File: config.mk
export PLATFORM = sky130hd
export DESIGN_NAME = sram_array_ctrl
export DESIGN_NICKNAME = d
export VERILOG_FILES = /design/src/rtl/sram_array_ctrl_pkg.sv /design/src/rtl/sram_array_ctrl_spsram_be.sv /design/src/rtl/sram_array_ctrl.sv
export SDC_FILE = /design/constraint.sdc
export NUM_CORES = 2
export LEC_CHECK = 0
export CAP_MARGIN = 10
export CORE_ASPECT_RATIO = 1.5
export CORE_MARGIN = 2
export CORE_UTILIZATION = 35
export DETAILED_ROUTE_END_ITERATION = 16
export MAX_ROUTING_LAYER = met4
export SLEW_MARGIN = 20
export SYNTH_ARGS = -nofsm -noshare
export SYNTH_HDL_FRONTEND = slang
export SYNTH_HIERARCHICAL = 1
export SYNTH_SLANG_ARGS = --single-unit
export TNS_END_PERCENT = 20
File: constraint.sdc
create_clock -name i_clk -period 3.4 [get_ports i_clk]
set_clock_uncertainty 0.2 [all_clocks]
set_input_delay 0.34 -clock i_clk [delete_from_list [all_inputs] [get_ports i_clk]]
set_output_delay 0.34 -clock i_clk [all_outputs]
set_load 0.005 [all_outputs]
File: src/rtl/sram_array_ctrl_pkg.sv
// sram_pkg: shared types and sizing helpers for the banked SRAM controller.
// Latency: n/a (declarations only).
// Backpressure: n/a.
// Contents: default geometry (NUM_BANK, NUM_SLICE, BE_W, SLICE_BE_W for the
// 64b x 64-word build), FSM encoding, and helpers that derive geometry from
// the parameters of a particular instance.
package sram_pkg;

    localparam int DW_DEF       = 64;
    localparam int SLICE_DW_DEF = 32;
    localparam int AW_DEF       = 6;
    localparam int BANK_AW_DEF  = 4;

    localparam int NUM_BANK   = 2 ** (AW_DEF - BANK_AW_DEF);
    localparam int NUM_SLICE  = DW_DEF / SLICE_DW_DEF;
    localparam int BE_W       = DW_DEF / 8;
    localparam int SLICE_BE_W = SLICE_DW_DEF / 8;

    typedef enum logic {
        INIT = 1'b0,
        IDLE = 1'b1
    } state_t;

    function automatic int num_bank(input int aw, input int bank_aw);
        return 2 ** (aw - bank_aw);
    endfunction

    function automatic int num_slice(input int dw, input int slice_dw);
        return dw / slice_dw;
    endfunction

    function automatic int bytes_of(input int w);
        return w / 8;
    endfunction

endpackage

File: src/rtl/sram_array_ctrl_spsram_be.sv
// spsram_be: single-port synchronous RAM macro model with per-byte write mask.
// Latency: read data registered, valid the cycle after an enabled read.
// Backpressure: none; one access per enabled cycle.
// Ports: clk, ce (enable), we (1=write), addr, wdata, be (byte mask), rdata.
// rdata holds its value on writes and idle cycles; mem is not reset.
module spsram_be
    import sram_pkg::*;
#(
    parameter int SLICE_DW = 32,
    parameter int BANK_AW  = 4
) (
    input  logic                        clk,
    input  logic                        ce,
    input  logic                        we,
    input  logic [BANK_AW-1:0]          addr,
    input  logic [SLICE_DW-1:0]         wdata,
    input  logic [bytes_of(SLICE_DW)-1:0] be,
    output logic [SLICE_DW-1:0]         rdata
);

    localparam int NB = bytes_of(SLICE_DW);

    logic [SLICE_DW-1:0] mem [2**BANK_AW];

    always_ff @(posedge clk) begin
        if (ce) begin
            if (we) begin
                for (int k = 0; k < NB; k++) begin
                    if (be[k]) begin
                        mem[addr][k*8 +: 8] <= wdata[k*8 +: 8];
                    end
                end
            end else begin
                rdata <= mem[addr];
            end
        end
    end

endmodule

File: src/rtl/sram_array_ctrl.sv
// sram_array_ctrl: one logical SRAM built from NUM_BANK x NUM_SLICE macros.
// Latency: read accepted in cycle N -> o_rvalid/o_rdata in cycle N+2; writes land at the accepting edge.
// Backpressure: o_ready low only during reset and the zero-fill sweep; never stalls in IDLE.
// Ports: i_clk/i_rstn; request i_req/o_ready with i_wen, i_addr, i_data, i_be;
// read response o_rdata/o_rvalid; o_busy_init during the sweep; o_bank_sel one-hot
// chip enable of the access accepted this cycle.
module sram_array_ctrl
    import sram_pkg::*;
#(
    parameter int DW       = 64,
    parameter int SLICE_DW = 32,
    parameter int AW       = 6,
    parameter int BANK_AW  = 4,
    parameter int INIT_EN  = 1
) (
    input  logic                         i_clk,
    input  logic                         i_rstn,
    input  logic                         i_req,
    output logic                         o_ready,
    input  logic                         i_wen,
    input  logic [AW-1:0]                i_addr,
    input  logic [DW-1:0]                i_data,
    input  logic [DW/8-1:0]              i_be,
    output logic [DW-1:0]                o_rdata,
    output logic                         o_rvalid,
    output logic                         o_busy_init,
    output logic [2**(AW-BANK_AW)-1:0]   o_bank_sel
);

    localparam int N_BANK = num_bank(AW, BANK_AW);
    localparam int N_SLICE = num_slice(DW, SLICE_DW);
    localparam int N_BE   = bytes_of(DW);
    localparam int N_SBE  = bytes_of(SLICE_DW);
    localparam int BSEL_W = AW - BANK_AW;

    state_t               state;
    state_t               state_nxt;
    logic [BANK_AW-1:0]   init_cnt;
    logic                 ready_q;
    logic                 init_last;
    logic                 accept;
    logic                 rd_accept;
    logic [BSEL_W-1:0]    bank;

    logic [N_BANK-1:0]    mac_ce;
    logic                 mac_we;
    logic [BANK_AW-1:0]   mac_addr;
    logic [DW-1:0]        mac_wdata;
    logic [N_BE-1:0]      mac_be;
    logic [SLICE_DW-1:0]  mac_rdata [N_BANK][N_SLICE];

    logic                 rd_p1;
    logic [BSEL_W-1:0]    rd_bank;
    logic [DW-1:0]        rd_mux;

    assign bank      = i_addr[AW-1:BANK_AW];
    assign init_last = (init_cnt == {BANK_AW{1'b1}});
    // ready is registered so it is low throughout reset even when the FSM
    // resets straight into IDLE; it follows the next state one edge later.
    assign o_ready   = ready_q;
    assign accept    = i_req & ready_q;
    assign rd_accept = accept & ~i_wen;

    // State register
    always_ff @(posedge i_clk or negedge i_rstn) begin
        if (!i_rstn) begin
            if (INIT_EN != 0) begin
                state <= INIT;
            end else begin
                state <= IDLE;
            end
            init_cnt <= '0;
            ready_q  <= 1'b0;
        end else begin
            state   <= state_nxt;
            ready_q <= (state_nxt == IDLE);
            if (state == INIT) begin
                init_cnt <= init_cnt + BANK_AW'(1);
            end
        end
    end

    // Next-state logic
    always_comb begin
        state_nxt = state;
        case (state)
            INIT:    if (init_last) state_nxt = IDLE;
            IDLE:    state_nxt = IDLE;
            default: state_nxt = state;
        endcase
    end

    // Output / macro control logic
    always_comb begin
        o_busy_init = 1'b0;
        o_bank_sel  = '0;
        mac_ce      = '0;
        mac_we      = 1'b0;
        mac_addr    = i_addr[BANK_AW-1:0];
        mac_wdata   = i_data;
        mac_be      = i_be;
        case (state)
            INIT: begin
                // Every macro shares the sweep address, so all banks clear in parallel.
                o_busy_init = 1'b1;
                mac_ce      = '1;
                mac_we      = 1'b1;
                mac_addr    = init_cnt;
                mac_wdata   = '0;
                mac_be      = '1;
            end
            IDLE: begin
                if (accept) begin
                    mac_ce     = N_BANK'(1) << bank;
                    mac_we     = i_wen;
                    o_bank_sel = N_BANK'(1) << bank;
                end
            end
            default: ;
        endcase
    end

    for (genvar b = 0; b < N_BANK; b++) begin : g_bank
        for (genvar s = 0; s < N_SLICE; s++) begin : g_slice
            spsram_be #(
                .SLICE_DW (SLICE_DW),
                .BANK_AW  (BANK_AW)
            ) u_mem (
                .clk   (i_clk),
                .ce    (mac_ce[b]),
                .we    (mac_we),
                .addr  (mac_addr),
                .wdata (mac_wdata[s*SLICE_DW +: SLICE_DW]),
                .be    (mac_be[s*N_SBE +: N_SBE]),
                .rdata (mac_rdata[b][s])
            );
        end
    end

    // The macro registers its data at the accepting edge; the bank that
    // produced it is remembered here so the mux picks the right one next cycle.
    always_comb begin
        rd_mux = '0;
        for (int s = 0; s < N_SLICE; s++) begin
            rd_mux[s*SLICE_DW +: SLICE_DW] = mac_rdata[rd_bank][s];
        end
    end

    always_ff @(posedge i_clk or negedge i_rstn) begin
        if (!i_rstn) begin
            rd_p1    <= 1'b0;
            rd_bank  <= '0;
            o_rvalid <= 1'b0;
            o_rdata  <= '0;
        end else begin
            rd_p1    <= rd_accept;
            o_rvalid <= rd_p1;
            if (rd_accept) begin
                rd_bank <= bank;
            end
            if (rd_p1) begin
                o_rdata <= rd_mux;
            end
        end
    end

endmodule
==> qor.json <==
{
  "worst_setup_path": {
    "crit_path_frequent_cell": "buf_12",
    "critPathMaxStageDelay_ps": 590,
    "worst-endpoint-required_ps": 3840,
    "critical_path_arrival_ps": 3900,
    "cp-end-kind": "flip-flop",
    "timing.critical_path.slowest_stage_cell": "dfrtp_4",
    "setup.worst_path.class": "reg -> reg",
    "maximum_fanout_along_the_worst_path": 31,
    "path_cells": "mux2_8, buf_12, buf_12, nor2b_1, nand2_1, nor2_2, buf_4",
    "critPathLaunchType": "flip-flop"
  },
  "power_and_ir_drop": {
    "pwr-share-comb_pct": 5.6,
    "irDropWorstVdd_mv": 0.465,
    "power_density_nw_per_um2": 574,
    "total_leakage_power_nw": 64.5,
    "power_switching_mw": 24.9,
    "switching_share_pct": 21.5,
    "p_seq_share_pct": 52.5,
    "pwr-share-clk_pct": 41.9,
    "power_report.internal_total_mw": 90.6,
    "power_mw": 116
  },
  "route": {
    "wl_per_cell_um": 29.8,
    "final_ant_viol_nets": 0,
    "post_drt_via_cell_ratio": 5.34,
    "wl_um": 471000,
    "drt_iter0_drc": 9633,
    "drc_violation_count_after_routing": 0,
    "dr_total_vias": 84500,
    "first_pass_iters": 7
  },
  "synth": {
    "synth-async-reset-ratio_pct": 1.65,
    "synth_top_cells_by_area": "edfxtp_1 77%, mux4_2 14%, a22oi_1 2.3%, nor2_1 1.1%, dfrtp_1 1.1%",
    "synthDominantCellAreaShare_pct": 77.4,
    "synth_top_flop_cell": "edfxtp_1",
    "netlist_area_sq_um": 169000,
    "synth.ff_latch_count": 4425,
    "synth_top_area_cell": "edfxtp_1",
    "syn-mean-instance-area_sq_um": 21.7,
    "synth-edff-count": 4352,
    "yosysWarningCount": 6,
    "synth_cells": 7767,
    "yosysUniqueCellTypes": 31,
    "seq_area_frac_synth_pct": 78.5,
    "synth.net_count": 7850
  },
  "floorplanning": {
    "floorplan.rows": 312,
    "dieArea_sq_um": 488000,
    "floorplan.initialDensity_pct": 35.1,
    "fp.dieH_um": 855,
    "die_x_um": 571,
    "pin_count": 153,
    "core_sq_um": 481000
  },
  "sta": {
    "layout_setup_ws_ps": -55.2,
    "hold_viol": 0,
    "worst_slew_margin_rel_pct": 25.3,
    "actual_slew_at_the_worst_max_slew_pin_ps": 1120,
    "rsz0062_at_grt": "yes",
    "post-route-period-util_pct": 102,
    "timing.final.max_slew_violations": 0,
    "timing.fmax_ghz": 0.289,
    "finalSetupViolations": 16,
    "fin_crit_ps": 3460
  },
  "placement": {
    "port_buffer_count": 152,
    "post-place-cells": 15000,
    "routabilityCongestion": 0.925,
    "worst_slack_at_placement_ps": -201,
    "post-dp-hpwl_um": 321000
  },
  "clocking": {
    "clock_latency_reported_for_the_late_side_of_the_worst_skew_pair_ps": 1020,
    "cts_tree": "yes",
    "clock_sinks": 4425,
    "cts_buffers": 421,
    "cts-htree-levels": 5,
    "clk_transition_reported_paths_ps": 60,
    "clockRootBuffer": "clkbuf_16",
    "largest_buffer_count_on_any_clock_path": 4
  },
  "final_layout": {
    "layout-drive-gt1-share_pct": 31.4,
    "number_of_standard_cells_in_the_layout_taps_in_and_fillers_out": 15800,
    "n_fill_cell": 41800,
    "post-route-util_pct": 41.8,
    "final_nets": 9118,
    "area_delta_synth_final_pct": 19.2
  },
  "run": {
    "timing.max_cap.violations": 0
  },
  "grt": {
    "grt.total_usage_pct": 19.6,
    "grt_max_degree": 65,
    "initial_antenna_violation_count": 12,
    "global_route_wire_length_before_repair_um": 662000,
    "first_global_vias": 87600,
    "globalRoute.totalOverflow": 0
  },
  "outcome": {
    "failing_checks": "setup timing",
    "run_status": "complete, but fails checks"
  },
  "worst_hold_path": {
    "worst_hold_path_type": "in -> reg"
  }
}
-- logic make-up after synthesis --
family	count (synthesis)	share of synthesized area [%]
adders and majority gates	1	0.00741
AOI/OAI and AO/OA	580	2.62
buffers and inverters	456	1.48
xor gates and xnor gates	3	0.0156
DFF	4425	78.5
and+or+nand+nor	1143	2.91
muxes	1159	14.5
-- per-layer routing --
metal | wire [um] | part of all wire (%) | up-vias | GRT usage [%]
met1 | 169000 | 36 | 45100 | 22.5
met5 | 0 | 0 | - | -
met4 | 28000 | 6.0 | 0 | 9.84
met3 | 31000 | 6.6 | 863 | 2.88
li1 | - | - | 34900 | -
met2 | 243000 | 52 | 3597 | 33.3
-- stage by stage --
stage | area [sq um] | TNS (ps) | hold slack [ps]
finish | 201000 | -657 | 106
global route | 201000 | -3810 | 66.6
CTS | 201000 | -200 | 14.2
detailed placement | 187000 | -14360 | 176
global placement | 187000 | -13010 | 164
floorplan | 169000 | -45410 | -156
-- power by group through the flow --
stage                     registers (mW)  clock network [mW]  logic (mW)
after floorplan                     61.5                   0        3.38
after global placement              61.8                   0        6.37
after detailed placement            61.8                   0        6.48
after CTS                           60.6                49.2        6.51
after global routing                60.6                51.1        6.78
final                               60.6                48.4        6.46
-- worst max-delay path, delay by kind of cell (launching register included) --
family	cells	cell delay, ps
multiplexers	1	510
flip-flops	1	590
AND/OR/NAND/NOR	3	990
buffers and inverters	3	720
-- synth_stat cells (3+ instances only) --
| cell type | n |
|---|---|
| nor4_1 | 32 |
| a22oi_1 | 512 |
| buf_12 | 11 |
| o221ai_1 | 64 |
| and2_1 | 72 |
| xnor2_1 | 3 |
| nand2b_1 | 74 |
| buf_6 | 49 |
| nor2b_1 | 40 |
| buf_4 | 10 |
| dfrtp_1 | 73 |
| nor2_1 | 498 |
| edfxtp_1 | 4352 |
| nand2_1 | 365 |
| inv_1 | 3 |
| mux2_1 | 6 |
| buf_2 | 151 |
| nand3_1 | 58 |
| mux2i_1 | 128 |
| clkbuf_1 | 221 |
| mux4_2 | 1024 |
| buf_1 | 9 |
-- registers in the layout, indices dropped and copies added, names as in the netlist --
register,cells
rd_p1,1
o_rdata,64
o_rvalid,1
init_cnt,4
g_bank.g_slice.u_mem/mem,4096
rd_bank,2
g_bank.g_slice.u_mem/rdata,256
o_ready,1
-- final cells by class --
cell class / instances / area (sq um) / area share, %
Sequential cell: 4425 / 133000 / 65.9
Multi-Input combinational cell: 2886 / 34500 / 17.1
Timing Repair Buffer: 1298 / 11900 / 5.92
Clock buffer: 510 / 11100 / 5.50
Tap cell: 6437 / 8050 / 4.00
Clock inverter: 264 / 3140 / 1.56
Antenna cell: 10 / 25.0 / 0.0124
Inverter: 3 / 11.3 / 0.00560
-- final timing paths --
| check | start | end | slack, ps | cells after the start |
|---|---|---|---|---|
| setup / recovery | o_ready | g_bank[2].g_slice[1].u_mem/mem[13][15] | -60 | 7 |
| hold / removal | i_data[0] | g_bank[3].g_slice[0].u_mem/mem[5][0] | 110 | 2 |
| setup reg to reg | o_ready | g_bank[2].g_slice[1].u_mem/mem[13][15] | -60 | 7 |
| hold reg to reg | o_rdata[18] | o_rdata[18] | 310 | 2 |
| max in group asynchronous | i_rstn | o_rdata[48] | 2210 | 4 |
| min in group asynchronous | i_rstn | o_rdata[26] | 430 | 4 |
-- layout by cell type, fill, tap and decap left out, drive strengths merged, types with 72 or more instances in the layout --
cell           Yosys  final
nand2b            74     74
clkdlybuf4s50      0    151
edfxtp          4352   4352
buf              231   1141
nor2             498    498
dfrtp             73     73
mux2i            128    128
clkbuf           222    510
clkinv             0    164
nand2            365    365
and2              72     72
mux4            1024   1024
a22oi            512    512
-- what timing repair did --
action                                  CTS  global route
buffers inserted                          0             0
hold buffers                              7             0
endpoints found under the setup margin   48            91
resized for setup                         3             4
hold endpoints to repair                 76             0
(Power assumes the default switching activity.)
